$ cat src/rtl/hazard_ctrl_pkg.sv
// Shared constants, pipeline-stage records and compare helpers for the MIPS hazard controller.
package hazard_ctrl_pkg;

    localparam logic [1:0] FWD_RF    = 2'd0;
    localparam logic [1:0] FWD_W     = 2'd1;
    localparam logic [1:0] FWD_M     = 2'd2;
    localparam logic [1:0] FWD_E     = 2'd3;
    localparam logic [1:0] TUSE_NONE = 2'b11;

    localparam int DEF_MULT_CYCLES = 5;
    localparam int DEF_DIV_CYCLES  = 10;

    typedef struct packed {
        logic [4:0] a3;
        logic [1:0] tnew;
        logic [4:0] rs;
        logic [4:0] rt;
        logic       md_start;
        logic       md_div;
    } e_stage_t;

    typedef struct packed {
        logic [4:0] a3;
        logic [1:0] tnew;
        logic       md_start;
        logic       md_div;
    } m_stage_t;

    // A producer still in flight blocks a D-stage reader when its result is later than the reader's need.
    function automatic logic data_stall(input logic [4:0] src, input logic [1:0] tuse,
                                        input logic [4:0] e_a3, input logic [1:0] e_tnew,
                                        input logic [4:0] m_a3, input logic [1:0] m_tnew);
        logic hit_e;
        logic hit_m;
        hit_e = (e_a3 == src) && (e_tnew > tuse);
        hit_m = (m_a3 == src) && (m_tnew > tuse);
        return (tuse != TUSE_NONE) && (src != 5'd0) && (hit_e || hit_m);
    endfunction

    function automatic logic [1:0] fwd_d_sel(input logic [4:0] src,
                                             input logic [4:0] e_a3, input logic [1:0] e_tnew,
                                             input logic [4:0] m_a3, input logic [1:0] m_tnew,
                                             input logic [4:0] w_a3);
        if (src == 5'd0)                          return FWD_RF;
        else if (e_a3 == src && e_tnew == 2'd0)   return FWD_E;
        else if (m_a3 == src && m_tnew == 2'd0)   return FWD_M;
        else if (w_a3 == src)                     return FWD_W;
        else                                      return FWD_RF;
    endfunction

    function automatic logic [1:0] fwd_e_sel(input logic [4:0] src,
                                             input logic [4:0] m_a3, input logic [1:0] m_tnew,
                                             input logic [4:0] w_a3);
        if (src == 5'd0)                          return FWD_RF;
        else if (m_a3 == src && m_tnew == 2'd0)   return FWD_M;
        else if (w_a3 == src)                     return FWD_W;
        else                                      return FWD_RF;
    endfunction

endpackage

$ cat src/rtl/hazard_ctrl_if.sv
// Decoder <-> hazard controller bundle: D-stage hazard info in, stall and forward selects out.
interface hazard_ctrl_if;

    logic [4:0] D_rs;
    logic [4:0] D_rt;
    logic [1:0] D_Tuse_rs;
    logic [1:0] D_Tuse_rt;
    logic [4:0] D_A3;
    logic [1:0] D_Tnew;
    logic       D_md_start;
    logic       D_md_div;
    logic       D_md_use;

    logic       stall;
    logic       E_bubble;
    logic [1:0] fwd_D_rs;
    logic [1:0] fwd_D_rt;
    logic [1:0] fwd_E_rs;
    logic [1:0] fwd_E_rt;
    logic       md_busy;

    modport master (
        output D_rs, D_rt, D_Tuse_rs, D_Tuse_rt, D_A3, D_Tnew, D_md_start, D_md_div, D_md_use,
        input  stall, E_bubble, fwd_D_rs, fwd_D_rt, fwd_E_rs, fwd_E_rt, md_busy
    );

    modport slave (
        input  D_rs, D_rt, D_Tuse_rs, D_Tuse_rt, D_A3, D_Tnew, D_md_start, D_md_div, D_md_use,
        output stall, E_bubble, fwd_D_rs, fwd_D_rt, fwd_E_rs, fwd_E_rt, md_busy
    );

endinterface

$ cat src/rtl/hazard_ctrl_md_busy_timer.sv
// Mult/div busy down-counter: loads the op latency when the op enters M, busy while nonzero.
module md_busy_timer
    import hazard_ctrl_pkg::*;
#(
    parameter int MULT_CYCLES = DEF_MULT_CYCLES,
    parameter int DIV_CYCLES  = DEF_DIV_CYCLES
) (
    input  logic clk,
    input  logic reset,
    input  logic start,
    input  logic is_div,
    output logic busy
);

    localparam int CW = $clog2(DIV_CYCLES + 1);

    logic [CW-1:0] count_q;
    logic [CW-1:0] count_d;

    // A start while still counting is normally prevented by the stall; if it happens, reload.
    always_comb begin
        count_d = count_q;
        if (start)
            count_d = is_div ? CW'(DIV_CYCLES) : CW'(MULT_CYCLES);
        else if (count_q != '0)
            count_d = count_q - CW'(1);
    end

    always_ff @(posedge clk) begin
        if (reset)
            count_q <= '0;
        else
            count_q <= count_d;
    end

    assign busy = (count_q != '0);

endmodule

$ cat src/rtl/hazard_ctrl.sv
// Hazard controller for the 5-stage MIPS pipeline: shadow E/M/W tracking, stall/bubble and forward selects.
module hazard_ctrl
    import hazard_ctrl_pkg::*;
#(
    parameter int MULT_CYCLES = DEF_MULT_CYCLES,
    parameter int DIV_CYCLES  = DEF_DIV_CYCLES
) (
    input  logic        clk,
    input  logic        reset,
    hazard_ctrl_if.slave hz
);

    e_stage_t   e_q, e_d;
    m_stage_t   m_q, m_d;
    logic [4:0] w_a3_q, w_a3_d;

    logic rs_stall;
    logic rt_stall;
    logic md_stall;
    logic stall;
    logic md_busy;

    assign rs_stall = data_stall(hz.D_rs, hz.D_Tuse_rs, e_q.a3, e_q.tnew, m_q.a3, m_q.tnew);
    assign rt_stall = data_stall(hz.D_rt, hz.D_Tuse_rt, e_q.a3, e_q.tnew, m_q.a3, m_q.tnew);
    assign md_stall = hz.D_md_use & (md_busy | e_q.md_start | m_q.md_start);
    assign stall    = rs_stall | rt_stall | md_stall;

    // A stalled D instruction stays put, so E receives an all-zero bubble instead.
    always_comb begin
        e_d = '0;
        if (!stall) begin
            e_d.a3       = hz.D_A3;
            e_d.tnew     = hz.D_Tnew;
            e_d.rs       = hz.D_rs;
            e_d.rt       = hz.D_rt;
            e_d.md_start = hz.D_md_start;
            e_d.md_div   = hz.D_md_div;
        end
    end

    always_comb begin
        m_d          = '0;
        m_d.a3       = e_q.a3;
        m_d.tnew     = (e_q.tnew == 2'd0) ? 2'd0 : e_q.tnew - 2'd1;
        m_d.md_start = e_q.md_start;
        m_d.md_div   = e_q.md_div;
    end

    assign w_a3_d = m_q.a3;

    always_ff @(posedge clk) begin
        if (reset) begin
            e_q    <= '0;
            m_q    <= '0;
            w_a3_q <= '0;
        end else begin
            e_q    <= e_d;
            m_q    <= m_d;
            w_a3_q <= w_a3_d;
        end
    end

    md_busy_timer #(
        .MULT_CYCLES (MULT_CYCLES),
        .DIV_CYCLES  (DIV_CYCLES)
    ) u_md_timer (
        .clk    (clk),
        .reset  (reset),
        .start  (m_q.md_start),
        .is_div (m_q.md_div),
        .busy   (md_busy)
    );

    assign hz.stall    = stall;
    assign hz.E_bubble = stall;
    assign hz.md_busy  = md_busy;
    assign hz.fwd_D_rs = fwd_d_sel(hz.D_rs, e_q.a3, e_q.tnew, m_q.a3, m_q.tnew, w_a3_q);
    assign hz.fwd_D_rt = fwd_d_sel(hz.D_rt, e_q.a3, e_q.tnew, m_q.a3, m_q.tnew, w_a3_q);
    assign hz.fwd_E_rs = fwd_e_sel(e_q.rs, m_q.a3, m_q.tnew, w_a3_q);
    assign hz.fwd_E_rt = fwd_e_sel(e_q.rt, m_q.a3, m_q.tnew, w_a3_q);

endmodule

$ cat src/flat_wrapper.sv
// flat-port wrapper written by rule: the top's interface ports become plain ports
module hazard_ctrl_flat import hazard_ctrl_pkg::*;
#(
    parameter int MULT_CYCLES = DEF_MULT_CYCLES,
    parameter int DIV_CYCLES  = DEF_DIV_CYCLES
)
  (clk, reset, hz_D_rs, hz_D_rt, hz_D_Tuse_rs, hz_D_Tuse_rt, hz_D_A3, hz_D_Tnew, hz_D_md_start, hz_D_md_div, hz_D_md_use, hz_stall, hz_E_bubble, hz_fwd_D_rs, hz_fwd_D_rt, hz_fwd_E_rs, hz_fwd_E_rt, hz_md_busy);
  hazard_ctrl_if hz_i ();
  input  logic clk;
  input  logic reset;
  input wire logic [$bits(hz_i.D_rs)-1:0] hz_D_rs;
  input wire logic [$bits(hz_i.D_rt)-1:0] hz_D_rt;
  input wire logic [$bits(hz_i.D_Tuse_rs)-1:0] hz_D_Tuse_rs;
  input wire logic [$bits(hz_i.D_Tuse_rt)-1:0] hz_D_Tuse_rt;
  input wire logic [$bits(hz_i.D_A3)-1:0] hz_D_A3;
  input wire logic [$bits(hz_i.D_Tnew)-1:0] hz_D_Tnew;
  input wire logic [$bits(hz_i.D_md_start)-1:0] hz_D_md_start;
  input wire logic [$bits(hz_i.D_md_div)-1:0] hz_D_md_div;
  input wire logic [$bits(hz_i.D_md_use)-1:0] hz_D_md_use;
  output wire logic [$bits(hz_i.stall)-1:0] hz_stall;
  output wire logic [$bits(hz_i.E_bubble)-1:0] hz_E_bubble;
  output wire logic [$bits(hz_i.fwd_D_rs)-1:0] hz_fwd_D_rs;
  output wire logic [$bits(hz_i.fwd_D_rt)-1:0] hz_fwd_D_rt;
  output wire logic [$bits(hz_i.fwd_E_rs)-1:0] hz_fwd_E_rs;
  output wire logic [$bits(hz_i.fwd_E_rt)-1:0] hz_fwd_E_rt;
  output wire logic [$bits(hz_i.md_busy)-1:0] hz_md_busy;
  assign hz_i.D_rs = hz_D_rs;
  assign hz_i.D_rt = hz_D_rt;
  assign hz_i.D_Tuse_rs = hz_D_Tuse_rs;
  assign hz_i.D_Tuse_rt = hz_D_Tuse_rt;
  assign hz_i.D_A3 = hz_D_A3;
  assign hz_i.D_Tnew = hz_D_Tnew;
  assign hz_i.D_md_start = hz_D_md_start;
  assign hz_i.D_md_div = hz_D_md_div;
  assign hz_i.D_md_use = hz_D_md_use;
  assign hz_stall = hz_i.stall;
  assign hz_E_bubble = hz_i.E_bubble;
  assign hz_fwd_D_rs = hz_i.fwd_D_rs;
  assign hz_fwd_D_rt = hz_i.fwd_D_rt;
  assign hz_fwd_E_rs = hz_i.fwd_E_rs;
  assign hz_fwd_E_rt = hz_i.fwd_E_rt;
  assign hz_md_busy = hz_i.md_busy;
  hazard_ctrl #(.MULT_CYCLES(MULT_CYCLES), .DIV_CYCLES(DIV_CYCLES)) u_core (.clk(clk), .reset(reset), .hz(hz_i));
endmodule
$ cat config.mk
export PLATFORM = sky130hd
export DESIGN_NAME = hazard_ctrl_flat
export DESIGN_NICKNAME = d
export VERILOG_FILES = /design/src/rtl/hazard_ctrl_pkg.sv /design/src/rtl/hazard_ctrl_if.sv /design/src/rtl/hazard_ctrl_md_busy_timer.sv /design/src/rtl/hazard_ctrl.sv /design/src/flat_wrapper.sv
export SDC_FILE = /design/constraint.sdc
export NUM_CORES = 1
export LEC_CHECK = 0
export BUFFER_PORTS_ARGS = -buffer_cell sky130_fd_sc_hd__buf_2
export CAP_MARGIN = 25
export CELL_PAD_IN_SITES_DETAIL_PLACEMENT = 0
export CELL_PAD_IN_SITES_GLOBAL_PLACEMENT = 1
export CORE_MARGIN = 2
export CORE_UTILIZATION = 45
export DETAILED_ROUTE_END_ITERATION = 10
export PLACE_DENSITY_LB_ADDON = 0.2
export SYNTH_ARGS = -nofsm -noshare
export SYNTH_HDL_FRONTEND = slang
export SYNTH_SLANG_ARGS = --single-unit
$ cat constraint.sdc
create_clock -name clk -period 4.9 [get_ports clk]
set_input_delay 0.49 -clock clk [delete_from_list [all_inputs] [get_ports clk]]
set_output_delay 0.49 -clock clk [all_outputs]
set_load 0.01 [all_outputs]
After elaboration in Yosys (flattened, before gate mapping)
Index checks and enable logic that the tools add are counted.
{ "totals": {"reg_bits": 37, "in_bits": 26} }
{ "classes": {"bitwise_logic": 5, "n_reduce_logical": 28, "addsub": 2, "mux": 17, "eq_ne": 12, "magnitude_cmp": 4} }
{ "op_table": {"columns": ["operator", "n"], "rows": [
  ["5-bit equality test", 10],
  ["5-bit logical NOT", 4],
  ["2-bit 2-to-1 mux", 10],
  ["1-bit logical AND", 14],
  ["4-bit 2-to-1 mux", 3],
  ["5-bit nonzero test", 2],
  ["2-bit greater-than comparator", 4],
  ["2-bit logical NOT", 2],
  ["1-bit 2-to-1 mux", 4],
  ["2-bit != test, second input constant", 2],
  ["1-bit bitwise OR", 4],
  ["4-bit nonzero test", 1],
  ["2-bit OR reduction", 2],
  ["4-bit by 1-bit subtractor with 4-bit output, second input constant", 1],
  ["1-bit logical OR", 2],
  ["2-bit nonzero test", 1],
  ["2-bit by 1-bit subtractor with 2-bit output, second input constant", 1],
  ["1-bit AND", 1]
]} }

Logic depth before layout (Yosys ltp)
Gate-level depths: netlist of the first run.
{ "depth": {"depth_word": 7, "mapped_depth": 9, "mapped_depth_nobuf": 7} }

Hierarchy
A second synthesis of the first run with hierarchy kept.
{ "unflattened": {"hier_cells": 253, "area_unflattened_um2": 2358.5} }
{ "modules_own_cells": {"columns": ["module", "cells_each", "n_inst", "area_each_um2"], "rows": [
  ["hazard_ctrl", 227, 1, 2125.8],
  ["md_busy_timer", 26, 1, 232.7]
]} }

Worst setup path after synthesis of the first run
Ideal clock, no wire load.
{ "synth_path": {"path_type": "input to output", "from": "input hz_D_Tuse_rt[1]", "to": "output hz_stall", "n_path_buf": 2, "path_slack_ns": 2.295, "required_time_ns": 4.410, "cell_stages": 9, "arrival_time_ns": 2.115, "path_cell_list": "inv_1 ha_1 nor2b_1 o21ai_0 or4_1 a221oi_2 buf_4 a211o_1 buf_4"} }
{ "synth_via": {"elab_chain_len": 6} }
{ "synth_rtl": {"columns": ["item", "line", "rtl"], "rows": [
  ["from (decl)", "flat_wrapper.sv:14", "input wire logic [$bits(hz_i.D_Tuse_rt)-1:0] hz_D_Tuse_rt;"],
  ["2-bit greater-than comparator, on equally long branches", "hazard_ctrl_pkg.sv:35, hazard_ctrl_pkg.sv:36", null],
  ["1-bit logical AND, on equally long branches", "hazard_ctrl_pkg.sv:35, hazard_ctrl_pkg.sv:36", null],
  ["1-bit logical OR", "hazard_ctrl_pkg.sv:37", "return (tuse != TUSE_NONE) && (src != 5'd0) && (hit_e || hit_m);"],
  ["1-bit logical AND (*)", "hazard_ctrl_pkg.sv:37", null],
  ["1-bit bitwise OR (*) (2 in series)", "hazard_ctrl.sv:26", "assign stall = rs_stall | rt_stall | md_stall;"],
  ["to (decl)", "flat_wrapper.sv:20", "output wire logic [$bits(hz_i.stall)-1:0] hz_stall;"]
]} }
Mark *: on every way between the ends. The rest lies on a longest branch, timed or not.

Final worst setup path of the first run
{ "layout_path": {"from": "register u_core.m_q, in the netlist u_core.w_a3_d[4]", "to": "output hz_stall"} }
{ "layout_via": {"elab_chain_len": 6} }
{ "layout_rtl": {"columns": ["item", "line", "rtl"], "rows": [
  ["from (decl)", "hazard_ctrl.sv:14", "m_stage_t m_q, m_d;"],
  ["from (signal assigned)", "hazard_ctrl.sv:58", "m_q <= m_d;"],
  ["5-bit equality test", "hazard_ctrl_pkg.sv:36", "hit_m = (m_a3 == src) && (m_tnew > tuse);"],
  ["1-bit logical AND", "hazard_ctrl_pkg.sv:36", null],
  ["1-bit logical OR", "hazard_ctrl_pkg.sv:37", null],
  ["1-bit logical AND", "hazard_ctrl_pkg.sv:37", null],
  ["1-bit bitwise OR (*) (2 in series)", "hazard_ctrl.sv:26", null]
]} }
Marked as above.

==> summary.txt, run 1 <==
Status
  • Status: completed

Hold path
  • Hold Crit Class: in -> reg
  • Worst Hold Depth: 3

Pwr
  • Power per cell area: 376 nW/um^2
  • Worst VDD drop: 0.305 mV
  • Total power: 942 uW
  • Leakage Power: 0.00108 uW

Route
  • Routed WL per cell: 14.2 um
  • DRT Pass-1 Iters: 4
  • Routed Antenna Nets: 0
  • DR vias/cell: 5.09
  • # DRC: 0
  • Via count: 1,761
  • Routed wire length: 4910 um
  • Initial DRC Count: 44

GRT
  • Global-route wire length before repair: 8220 um
  • Largest net degree at the start of global routing: 38
  • Vias in the first global route: 1,672
  • Remaining global-route overflow: 0
  • Gr usage total: 20.1%
  • Initial antenna violation count: 0

Synth
  • Synth Warn #: 0
  • Yosys cell types: 36
  • Main area contributors after synthesis: dfxtp_1 (33%), xor2_1 (10%), xnor2_1 (9.4%), nand3b_1 (6.7%), nor3_1 (6.5%)
  • Post-synthesis area per instance: 8.80 um^2
  • Number of flops mapped to enable cells by yosys: 0
  • Post-Syn Instances: 253
  • Most frequent cells after synthesis: dfxtp_1 (37), nor3_1 (29), xor2_1 (26)
  • Post-synth top area cell: dfxtp_1
  • Main synth FF type: dfxtp_1
  • Synth top area share: 33.3%
  • Yosys reg bits: 37
  • Most frequent cell after synthesis: dfxtp_1
  • Syn Nets: 290
  • Ys async rst share: 0%
  • Post-synthesis sequential area ratio: 33.3%
  • Mapped Area: 2230 um^2

Worst setup path
  • Startpoint Class: flip-flop
  • Reg2Reg Setup Slack: 2.91 ns
  • Crit Path Max Fanout: 20
  • Crit path kind: reg -> out
  • Required @ worst endpoint: 4.41 ns
  • CP Capture Type: output port
  • Slowest stage cell, crit path: dfxtp_1
  • Arr. time, crit path: 2.33 ns
  • Crit. Startpoint: u_core.w_a3_d[4]
  • Critical-path cell list: xor2_1 -> nor4_1 -> o2111ai_1 -> a221oi_2 -> buf_4 -> a211o_1 -> buf_2
  • CP Capture Point: hz_stall
  • Reg-to-Reg Start: u_core.w_a3_d[4]
  • R2R Path End: u_core.e_q[9]
  • Worst R2R Path Depth: 6
  • Critical Path Max Stage Delay: 0.52 ns

Timing
  • Fin crit period: 2.82 ns
  • Skew final: 0.00622 ns
  • RSZ-0062 raised after global routing: false
  • Crit share post-route: 57.6%
  • WHS: 0.434 ns
  • Final setup vio count: 0
  • Post-route setup slack: 2.08 ns
  • F_max: 355 MHz
  • Actual transition at the worst max-transition pin: 0.556 ns
  • Rel. slew slack: 62.9%
  • Hold Fails Final Rpt: 0
  • Max Slew Vio Count: 0
  • Setup TNS: 0 ns

Die
  • Vert. Die Dim: 74.4 um
  • Die area: 5530 um^2
  • Core Footprint: 4750 um^2
  • Initial Util: 46.8%
  • Num rows: 25
  • Die Wd: 74.4 um
  • Io pins: 37

Clock tree
  • Number of H-tree levels: 2
  • Longest Clk Path Bufs: 2
  • PostCTS Resize Cnt: 0
  • Number of setup buffers added after CTS: 0
  • CTS Root Cell: clkbuf_8
  • Clock Latency Late Sink: 0.29 ns
  • CTS sink count: 37
  • Hold-fix buffers, CTS: 0
  • TritonCTS clock tree: built
  • Inserted Clock Buffers: 5
  • Worst-path clk slew: 0.08 ns

Finish
  • Area of the multi-input gates: 1350 um^2
  • FF+latch area: 741 um^2
  • Antenna diodes: 0
  • Ratio of cells with drive above 1 in the final layout: 18.3%
  • Fillers: 485
  • Final net count: 315
  • Synth-to-layout area growth: 12.5%
  • Core Util, Final: 52.7%

Placement
  • Pre-CTS WS: 2.10 ns
  • HPWL Detailed: 3710 um
  • I/O Buffers: 36
  • Placer Congestion: 0.795

Flow run
  • Max capacitance violation total: 0
-- final cells by class --
| type | instances | area share (%) |
|---|---|---|
| repair buffers | 38 | 7.79 |
| multi-input cells | 186 | 53.9 |
| flip-flops and latches | 37 | 29.6 |
| clock buffers | 6 | 3.30 |
| well taps | 67 | 3.35 |
| inverters | 10 | 1.50 |
| clock inverters | 2 | 0.549 |
-- logic make-up (layout without fill, tap and decap cells) --
| logic type | after synthesis | in the layout | share of synthesized area (%) |
|---|---|---|---|
| AO/OA/AOI/OAI | 22 | 22 | 6.85 |
| XOR/XNOR | 51 | 51 | 20.4 |
| adder cells (fa/ha/maj) | 11 | 11 | 6.18 |
| buffers and inverters | 30 | 56 | 6.35 |
| flip-flops | 37 | 37 | 33.3 |
| AND/OR/NAND/NOR | 102 | 102 | 27.0 |
-- per-layer routing --
layer	part of all wire (%)	track usage (%)	vias to the layer above
li1	-	-	911
met1	48	27.2	799
met2	45	32.3	42
met3	4.7	3.25	9
met4	1.9	7.54	0
met5	0	0	-
-- worst max-delay path: cells and delay by family, from the launching register on --
| kind | cells | cell delay (ns) |
|---|---|---|
| flops | 1 | 0.52 |
| simple gates | 1 | 0.41 |
| xor+xnor | 1 | 0.11 |
| compound gates | 3 | 0.60 |
| buf+inv | 2 | 0.39 |
-- power by group --
part,internal [uW],switching (uW),leakage [uW],total [uW]
sequential,344,48.0,0.000304,392
combinational,161,165,0.000726,326
clock,114,109,0.0000512,223
-- flip-flops by register name (all words and copies together), names as in the netlist --
signal	flops
u_core.w_a3_q	5
u_core.e_q	19
u_core.m_q	4
u_core.w_a3_d	5
u_core.u_md_timer.count_q	4
-- through the flow --
stage          std cells  area, um^2
2_1_floorplan        253        2230
3_3_place_gp         338        2410
3_5_place_dp         338        2410
4_1_cts              346        2500
5_1_grt              346        2500
6_report             346        2500
-- worst min-delay path by stage --
stage	startpoint	end	slack [ns]
2_1_floorplan	u_core.e_q[12]	u_core.m_q[2]	0.40
3_3_place_gp	u_core.e_q[0]	u_core.m_q[0]	0.43
3_5_place_dp	u_core.e_q[0]	u_core.m_q[0]	0.43
4_1_cts	hz_D_md_div	u_core.e_q[0]	0.43
6_report	hz_D_md_div	u_core.e_q[0]	0.43
5_1_grt	hz_D_A3[3]	u_core.e_q[17]	0.45
-- placed cells by master (no fill, tap or decap), drive strengths merged, types with 8 or more instances in the layout --
cell    instances
ha             11
xnor2          25
a21oi          10
nor2b          16
nand3b         20
inv            10
xor2           26
dfxtp          37
nor2            8
nor3           29
nand2           9
buf            38
Note: power is estimated with default switching activity, not from simulation.
==> run 2, diff against run 1 <==
- ABC_AREA: unset -> 1
- CORE_UTILIZATION: 45 -> 40
- clock period: 4.9 -> 2.7 ns (I/O delays scaled with it)
==> run 2 against run 1 <==
  * Clock power grew 120%
  * Cell area up 1.9%
  * Clock skew is essentially flat
  * Global-route usage shrank 1.9 points
  * Count of clock-buffer cells in the layout up 1
  * Via count is 12% higher
  * Area after synthesis shrank 1.2%
  * Sequential power is 80% higher
  * First-iteration DRC count grew to 2.8 times the previous value
  * Worst setup slack got worse by 1.4 ns
  * Die area rose by 10%
  * Highest routed layer unchanged
==> summary.txt, run 2 <==
Clock tree
  • Longest Clk Path Bufs: 2 (unchanged)
  • Number of H-tree levels: 2 (unchanged)
  • Number of setup buffers added after CTS: 0 (unchanged)
  • Clock Latency Late Sink: 0.29 ns (about the same)
  • Worst-path clk slew: 0.07 ns (was 0.08 ns)
  • Inserted Clock Buffers: 5 (unchanged)
  • Hold-fix buffers, CTS: 0 (unchanged)
  • CTS Root Cell: clkbuf_8 (unchanged)
  • TritonCTS clock tree: built (unchanged)
  • PostCTS Resize Cnt: 0 (unchanged)
  • CTS sink count: 37 (unchanged)

Die
  • Core Footprint: 5200 um^2 (was 4750 um^2)
  • Num rows: 26 (was 25)
  • Die area: 6110 um^2 (was 5530 um^2)
  • Initial Util: 42.3% (was 46.8%)
  • Io pins: 37 (unchanged)
  • Die Wd: 78.2 um (was 74.4 um)
  • Vert. Die Dim: 78.2 um (was 74.4 um)

GRT
  • Global-route wire length before repair: 8650 um (was 8220 um)
  • GR Util met1: 22.8% (was 27.2%)
  • Met2 usage: 31.6% (was 32.3%)
  • Grt peak-use layer: met2 (unchanged)
  • Remaining global-route overflow: 0 (unchanged)
  • Gr usage total: 18.2% (was 20.1%)
  • Initial antenna violation count: 0 (unchanged)
  • Grt met3 use: 3.79% (was 3.25%)
  • Vias in the first global route: 1,890 (was 1,672)
  • Largest net degree at the start of global routing: 20 (was 38)

Worst setup path
  • CP Capture Type: output port (unchanged)
  • Critical Path Stages: 9 (was 7)
  • Critical-path cell list: inv_1 -> ha_1 -> nand2_1 -> a21boi_0 -> nand4_1 -> nand2_1 -> nand2_2 -> nand3_1 -> buf_2 (was xor2_1 -> nor4_1 -> o2111ai_1 -> a221oi_2 -> buf_4 -> a211o_1 -> buf_2)
  • Critical Path Max Stage Delay: 0.33 ns (was 0.52 ns)
  • CP bufs+invs: 2 (unchanged)
  • Slowest stage cell, crit path: dfxtp_1 (unchanged)
  • CP most frequent cell: nand2_1
  • Arr. time, crit path: 1.76 ns (was 2.33 ns)
  • Crit path kind: reg -> out (unchanged)
  • Crit Path Max Fanout: 3 (was 20)
  • Delay-heaviest family, CP: simple AND/OR/NAND/NOR gates (was compound AO/OA/AOI/OAI gates)
  • Startpoint Class: flip-flop (unchanged)
  • Worst R2R Path Depth: 9 (was 6)
  • Required @ worst endpoint: 2.43 ns (was 4.41 ns)

Timing
  • Max Slew Vio Count: 0 (unchanged)
  • Rel. slew slack: 74.8% (was 62.9%)
  • Hold Fails Final Rpt: 0 (unchanged)
  • Crit share post-route: 75.1%
  • Final setup vio count: 0 (unchanged)
  • RSZ-0062 raised after global routing: false (unchanged)
  • Fin crit period: 2.03 ns
  • Setup TNS: 0 ns (unchanged)
  • Post-route setup slack: 0.672 ns (was 2.08 ns)
  • F_max: 493 MHz
  • Skew final: 0.00587 ns (was 0.00622 ns)
  • Actual transition at the worst max-transition pin: 0.378 ns (was 0.556 ns)
  • WHS: 0.190 ns (was 0.434 ns)

Finish
  • Ratio of cells with drive above 1 in the final layout: 15.8% (was 18.3%)
  • Synth-to-layout area growth: 16.1% (was 12.5%)
  • Max reg flops: 19 (unchanged)
  • Most frequent cells in the layout: inv_1 (60), nand2_1 (54), nor2_1 (51) (was dfxtp_1 (37), buf_2 (36), nor3_1 (29))
  • Area of the multi-input gates: 1200 um^2 (was 1350 um^2)
  • Final net count: 391 (was 315)
  • Antenna diodes: 0 (unchanged)
  • Largest register by flop count: u_core.e_q (unchanged)
  • Most common cell after layout, fill and taps aside: inv_1 (was dfxtp_1)
  • FF+latch area: 741 um^2 (unchanged)
  • Fillers: 573 (was 485)

Synth
  • Post-synthesis sequential area ratio: 33.7% (was 33.3%)
  • Post-synth top area cell: dfxtp_1 (unchanged)
  • Synth top area share: 33.7% (was 33.3%)
  • Yosys reg bits: 37 (unchanged)
  • Most frequent cells after synthesis: inv_1 (60), nand2_1 (54), nor2_1 (51) (was dfxtp_1 (37), nor3_1 (29), xor2_1 (26))
  • Post-Syn Instances: 316 (was 253)
  • Post-synthesis area per instance: 6.96 um^2 (was 8.80 um^2)
  • Mapped Area: 2200 um^2 (was 2230 um^2)
  • Syn Nets: 353 (was 290)
  • Yosys cell types: 30 (was 36)
  • Number of flops mapped to enable cells by yosys: 0 (unchanged)
  • Main synth FF type: dfxtp_1 (unchanged)
  • Synth Warn #: 0 (unchanged)
  • Main area contributors after synthesis: dfxtp_1 (34%), inv_1 (10%), nand2_1 (9.2%), nor2_1 (8.7%), xor2_1 (7.2%) (was dfxtp_1 (33%), xor2_1 (10%), xnor2_1 (9.4%), nand3b_1 (6.7%), nor3_1 (6.5%))
  • Ys async rst share: 0% (unchanged)
  • Most frequent cell after synthesis: inv_1 (was dfxtp_1)

Route
  • DR vias/cell: 4.62 (was 5.09)
  • Routed Antenna Nets: 0 (unchanged)
  • Routed WL per cell: 11.9 um (was 14.2 um)
  • Initial DRC Count: 123 (was 44)
  • Routed wire length: 5070 um (was 4910 um)
  • # DRC: 0 (unchanged)
  • DRT Pass-1 Iters: 4 (unchanged)
  • Via count: 1,964 (was 1,761)

Pwr
  • Leakage Power: 0.00136 uW (was 0.00108 uW)
  • Combinational share of power: 33.1% (was 34.6%)
  • P_int: 1180 uW (was 619 uW)
  • Worst VDD drop: 0.332 mV (was 0.305 mV)
  • Switch share: 34.0% (was 34.2%)
  • Clock power share: 27.5% (was 23.7%)
  • Net Switching: 607 uW (was 322 uW)
  • Flop pwr share: 39.4% (was 41.7%)
  • Power per cell area: 699 nW/um^2 (was 376 nW/um^2)

Placement
  • I/O Buffers: 36 (unchanged)
  • Pre-CTS WS: 0.882 ns (was 2.10 ns)
  • Placer Congestion: 0.825 (was 0.795)
  • HPWL Detailed: 4040 um (was 3710 um)

Flow run
  • Max capacitance violation total: 0 (unchanged)

Hold path
  • Hold Crit Class: in -> reg (unchanged)
  • Worst Hold Depth: 3 (unchanged)

Status
  • Status: completed (unchanged)
## run 2: cell count changes in the layout (fill, tap and decap cells not counted), moves of 5 or more
cell	previous run	this run
inv_1	10	60
nand2_1	8	54
nand3b_1	20	0
nand4_1	4	12
nor2_1	8	51
nor2b_1	16	0
nor3_1	29	11
nor4_1	6	1
xnor2_1	24	10
xor2_1	26	18
## run 2: stage by stage
stage	total power (uW)	utilization, %	instance area (um^2)	std cells
after floorplan	1150	-	2200	316
after global placement	1310	46.8	2440	417
after detailed placement	1310	46.8	2440	417
after CTS	1820	49.1	2550	425
after global routing	1930	49.1	2550	425
final	1790	49.1	2550	425
## run 2: worst paths after layout
kind / from / endpoint / slack (ns)
max: u_core.e_q[12] / hz_E_bubble / 0.67
min: hz_D_A3[3] / u_core.e_q[17] / 0.19
max reg2reg: u_core.e_q[12] / u_core.e_q[9] / 1.00
min reg2reg: u_core.e_q[0] / u_core.m_q[0] / 0.41
## run 2: cell families after synthesis
kind of cell | Yosys count | synth area share [%]
AOI/OAI and AO/OA | 25 | 6.83
xor gates and xnor gates | 28 | 11.1
adders and majority gates | 11 | 6.26
buffers and inverters | 67 | 11.9
DFF | 37 | 33.7
and+or+nand+nor | 148 | 30.1
## run 2: power by group through the flow
stage | clock network, uW | registers (uW) | logic (uW)
floorplan | 0 | 695 | 456
global placement | 0 | 717 | 597
detailed placement | 0 | 717 | 598
CTS | 510 | 704 | 602
global route | 528 | 717 | 686
finish | 492 | 704 | 591
## run 2: metal layers
layer  routed length [um]  vias to the layer above
met3                  220                        7
met4                   53                        0
li1                     -                     1059
met1                 2330                      860
met5                    0                        -
met2                 2470                       38
## run 2: layout make-up
| type | instances | share of cell area (%) |
|---|---|---|
| inverters | 62 | 9.11 |
| multi-input cells | 212 | 46.8 |
| clock inverters | 1 | 1.18 |
| clock buffers | 7 | 3.38 |
| flip-flops and latches | 37 | 29.0 |
| well taps | 70 | 3.43 |
| repair buffers | 36 | 7.06 |
## run 2: worst reg2reg max path: cells and delay by family, from the launching register on
family                   cells  cell delay [ns]
AO/OA/AOI/OAI                1             0.21
adder cells (fa/ha/maj)      1             0.27
buffers and inverters        1             0.07
flip-flops                   1             0.33
AND/OR/NAND/NOR              6             0.69
==> run 3, diff against run 2 <==
- CORE_UTILIZATION: 40 -> 36
- clock period: 2.7 -> 1.8 ns (I/O delays scaled with it)
==> run 3 against run 2 <==
  * The flow now finishes with violations (setup timing)
  * Power increased by 54%
  * Hold slack got worse by 0.094 ns
  * Sequential cell count unchanged
  * First-iteration DRC count decreased by 54%
  * Final cell count increased by 3.5%
  * Critical path depth unchanged
  * Wire length increased by 13%
  * Sequential share of layout area decreased by 2.3 points
  * Non-clock buffer count increased by 11
  * Count of clock-buffer cells in the layout unchanged
  * Critical endpoint unchanged
  * Highest routed layer unchanged
==> summary.txt, run 3 (synthesized netlist as in run 2, its figures left out) <==
Flow run
  • Max capacitance violation total: 0 (unchanged)

Route
  • Via count: 2,052 (was 1,964)
  • DR vias/cell: 4.66 (was 4.62)
  • Routed Antenna Nets: 0 (unchanged)
  • # DRC: 0 (unchanged)
  • Routed wire length: 5710 um (was 5070 um)
  • Routed WL per cell: 13.0 um (was 11.9 um)
  • Initial DRC Count: 56 (was 123)
  • DRT Pass-1 Iters: 4 (unchanged)

Worst setup path
  • Required @ worst endpoint: 1.62 ns (was 2.43 ns)
  • CP Capture Type: output port (unchanged)
  • Startpoint Class: flip-flop (unchanged)
  • Crit Path Max Fanout: 3 (unchanged)
  • Arr. time, crit path: 1.62 ns (was 1.76 ns)
  • Crit path kind: reg -> out (unchanged)

Die
  • Initial Util: 37.2% (was 42.3%)
  • Io pins: 37 (unchanged)
  • Die Wd: 82.2 um (was 78.2 um)
  • Die area: 6750 um^2 (was 6110 um^2)
  • Core Footprint: 5920 um^2 (was 5200 um^2)
  • Vert. Die Dim: 82.2 um (was 78.2 um)
  • Num rows: 28 (was 26)

Finish
  • Layout Cells excl Fill: 440 (was 425)
  • Most frequent cells in the layout: nand2_1 (54), inv_1 (53), nor2_1 (45) (was inv_1 (60), nand2_1 (54), nor2_1 (51))
  • Most common cell after layout, fill and taps aside: nand2_1 (was inv_1)
  • Core Util, Final: 47.9% (was 49.1%)
  • Largest register by flop count: u_core.e_q (unchanged)
  • Final instance area: 2830 um^2 (was 2550 um^2)
  • Max reg flops: 19 (unchanged)
  • Ratio of cells with drive above 1 in the final layout: 30.7% (was 15.8%)
  • Final net count: 402 (was 391)
  • Synth-to-layout area growth: 28.8% (was 16.1%)
  • Antenna diodes: 0 (unchanged)

Hold path
  • Hold Crit Class: in -> reg (unchanged)

Pwr
  • Power per cell area: 972 nW/um^2 (was 699 nW/um^2)
  • Clock power share: 21.2% (was 27.5%)
  • Combinational share of power: 39.8% (was 33.1%)
  • Switch share: 36.4% (was 34.0%)
  • Net Switching: 1000 uW (was 607 uW)
  • Worst VDD drop: 0.612 mV (was 0.332 mV)
  • Total power: 2750 uW (was 1790 uW)
  • Leakage Power: 0.00143 uW (was 0.00136 uW)
  • P_int: 1750 uW (was 1180 uW)
  • Flop pwr share: 38.9% (was 39.4%)

Timing
  • F_max: 555 MHz
  • Fin crit period: 1.80 ns
  • Max Slew Vio Count: 0 (unchanged)
  • Skew final: 0.00514 ns (was 0.00587 ns)
  • Final setup vio count: 1 (was 0)
  • Post-route setup slack: -0.00168 ns (was 0.672 ns)
  • Hold Fails Final Rpt: 0 (unchanged)
  • Rel. slew slack: 81.3% (was 74.8%)
  • RSZ-0062 raised after global routing: true (was false)
  • Actual transition at the worst max-transition pin: 0.281 ns (was 0.378 ns)
  • Crit share post-route: 100%

Clock tree
  • Number of H-tree levels: 2 (unchanged)
  • TritonCTS clock tree: built (unchanged)
  • Longest Clk Path Bufs: 2 (unchanged)
  • Clock Latency Late Sink: 0.28 ns (was 0.29 ns)
  • CTS sink count: 37 (unchanged)
  • CTS Root Cell: clkbuf_8 (unchanged)
  • Hold-fix buffers, CTS: 0 (unchanged)
  • Worst-path clk slew: 0.07 ns (about the same)
  • Inserted Clock Buffers: 5 (unchanged)

GRT
  • Vias in the first global route: 1,908 (was 1,890)
  • Largest net degree at the start of global routing: 20 (unchanged)
  • Global-route wire length before repair: 9130 um (was 8650 um)
  • Initial antenna violation count: 0 (unchanged)
  • Remaining global-route overflow: 0 (unchanged)
  • Gr usage total: 18.2% (about the same)

Placement
  • I/O Buffers: 36 (unchanged)
  • Placement Cell Area: 2470 um^2 (was 2440 um^2)
  • Dpl cells: 425 (was 417)
  • Placer Congestion: 0.798 (was 0.825)
  • HPWL Detailed: 4300 um (was 4040 um)

Status
  • Violated checks: setup timing
  • Status: complete, but fails checks (was completed)
## run 3: final timing paths
kind,cells past startpoint,to,from,slack (ns)
setup / recovery,9,hz_E_bubble,u_core.m_q[3],-0.002
hold / removal,3,u_core.e_q[12],hz_D_Tnew[0],0.1
setup reg to reg,11,u_core.e_q[7],u_core.m_q[3],0.11
hold reg to reg,2,u_core.m_q[0],u_core.e_q[0],0.40
## run 3: area by class of cell
cell class / instances / area [um^2]
Timing Repair Buffer: 47 / 295
Tap cell: 75 / 93.8
Sequential cell: 37 / 756
Inverter: 62 / 235
Clock buffer: 7 / 86.3
Multi-Input combinational cell: 212 / 1370
Fill cell: 600 / 3090
## run 3: per-layer routing
| layer | track usage, % | wire (um) | up-vias |
|---|---|---|---|
| li1 | - | - | 1075 |
| met1 | 22.6 | 2550 | 935 |
| met2 | 32.4 | 2870 | 38 |
| met3 | 3.48 | 247 | 4 |
| met4 | 4.00 | 51 | 0 |
| met5 | 0 | 0 | - |
## run 3: timing repair
item / in CTS / in global routing
resized for setup: 19 / 37
setup endpoints to repair: 5 / 29
pin swaps: 10 / 17
hold endpoints to repair: 0 / 0
cloned: 0 / 0
buffers inserted: 3 / 5
## run 3: power by group through the flow
stage	clock network (uW)	registers (uW)	logic [uW]
CTS	600	1060	998
global route	636	1090	1240
global placement	0	1080	916
detailed placement	0	1070	918
finish	585	1070	1100
floorplan	0	1040	684
## run 3: critical path, stage by stage (launching register included)
cell,delay (ns)
dfxtp_2,0.34
ha_1,0.30
nand2_1,0.07
inv_1,0.04
nor2_2,0.09
nand4_1,0.09
nand2_1,0.09
nand2_2,0.08
nand3_4,0.11
buf_6,0.11
## run 3: metrics by stage
step	setup slack (ns)	hold WS [ns]	TNS (ns)
after global routing	-0.0877	0.101	-0.329
after floorplan	0.265	0.292	0
final	-0.00168	0.0959	-0.00168
after detailed placement	0.126	0.395	0
after CTS	0.000940	0.0908	0
after global placement	0.113	0.395	0
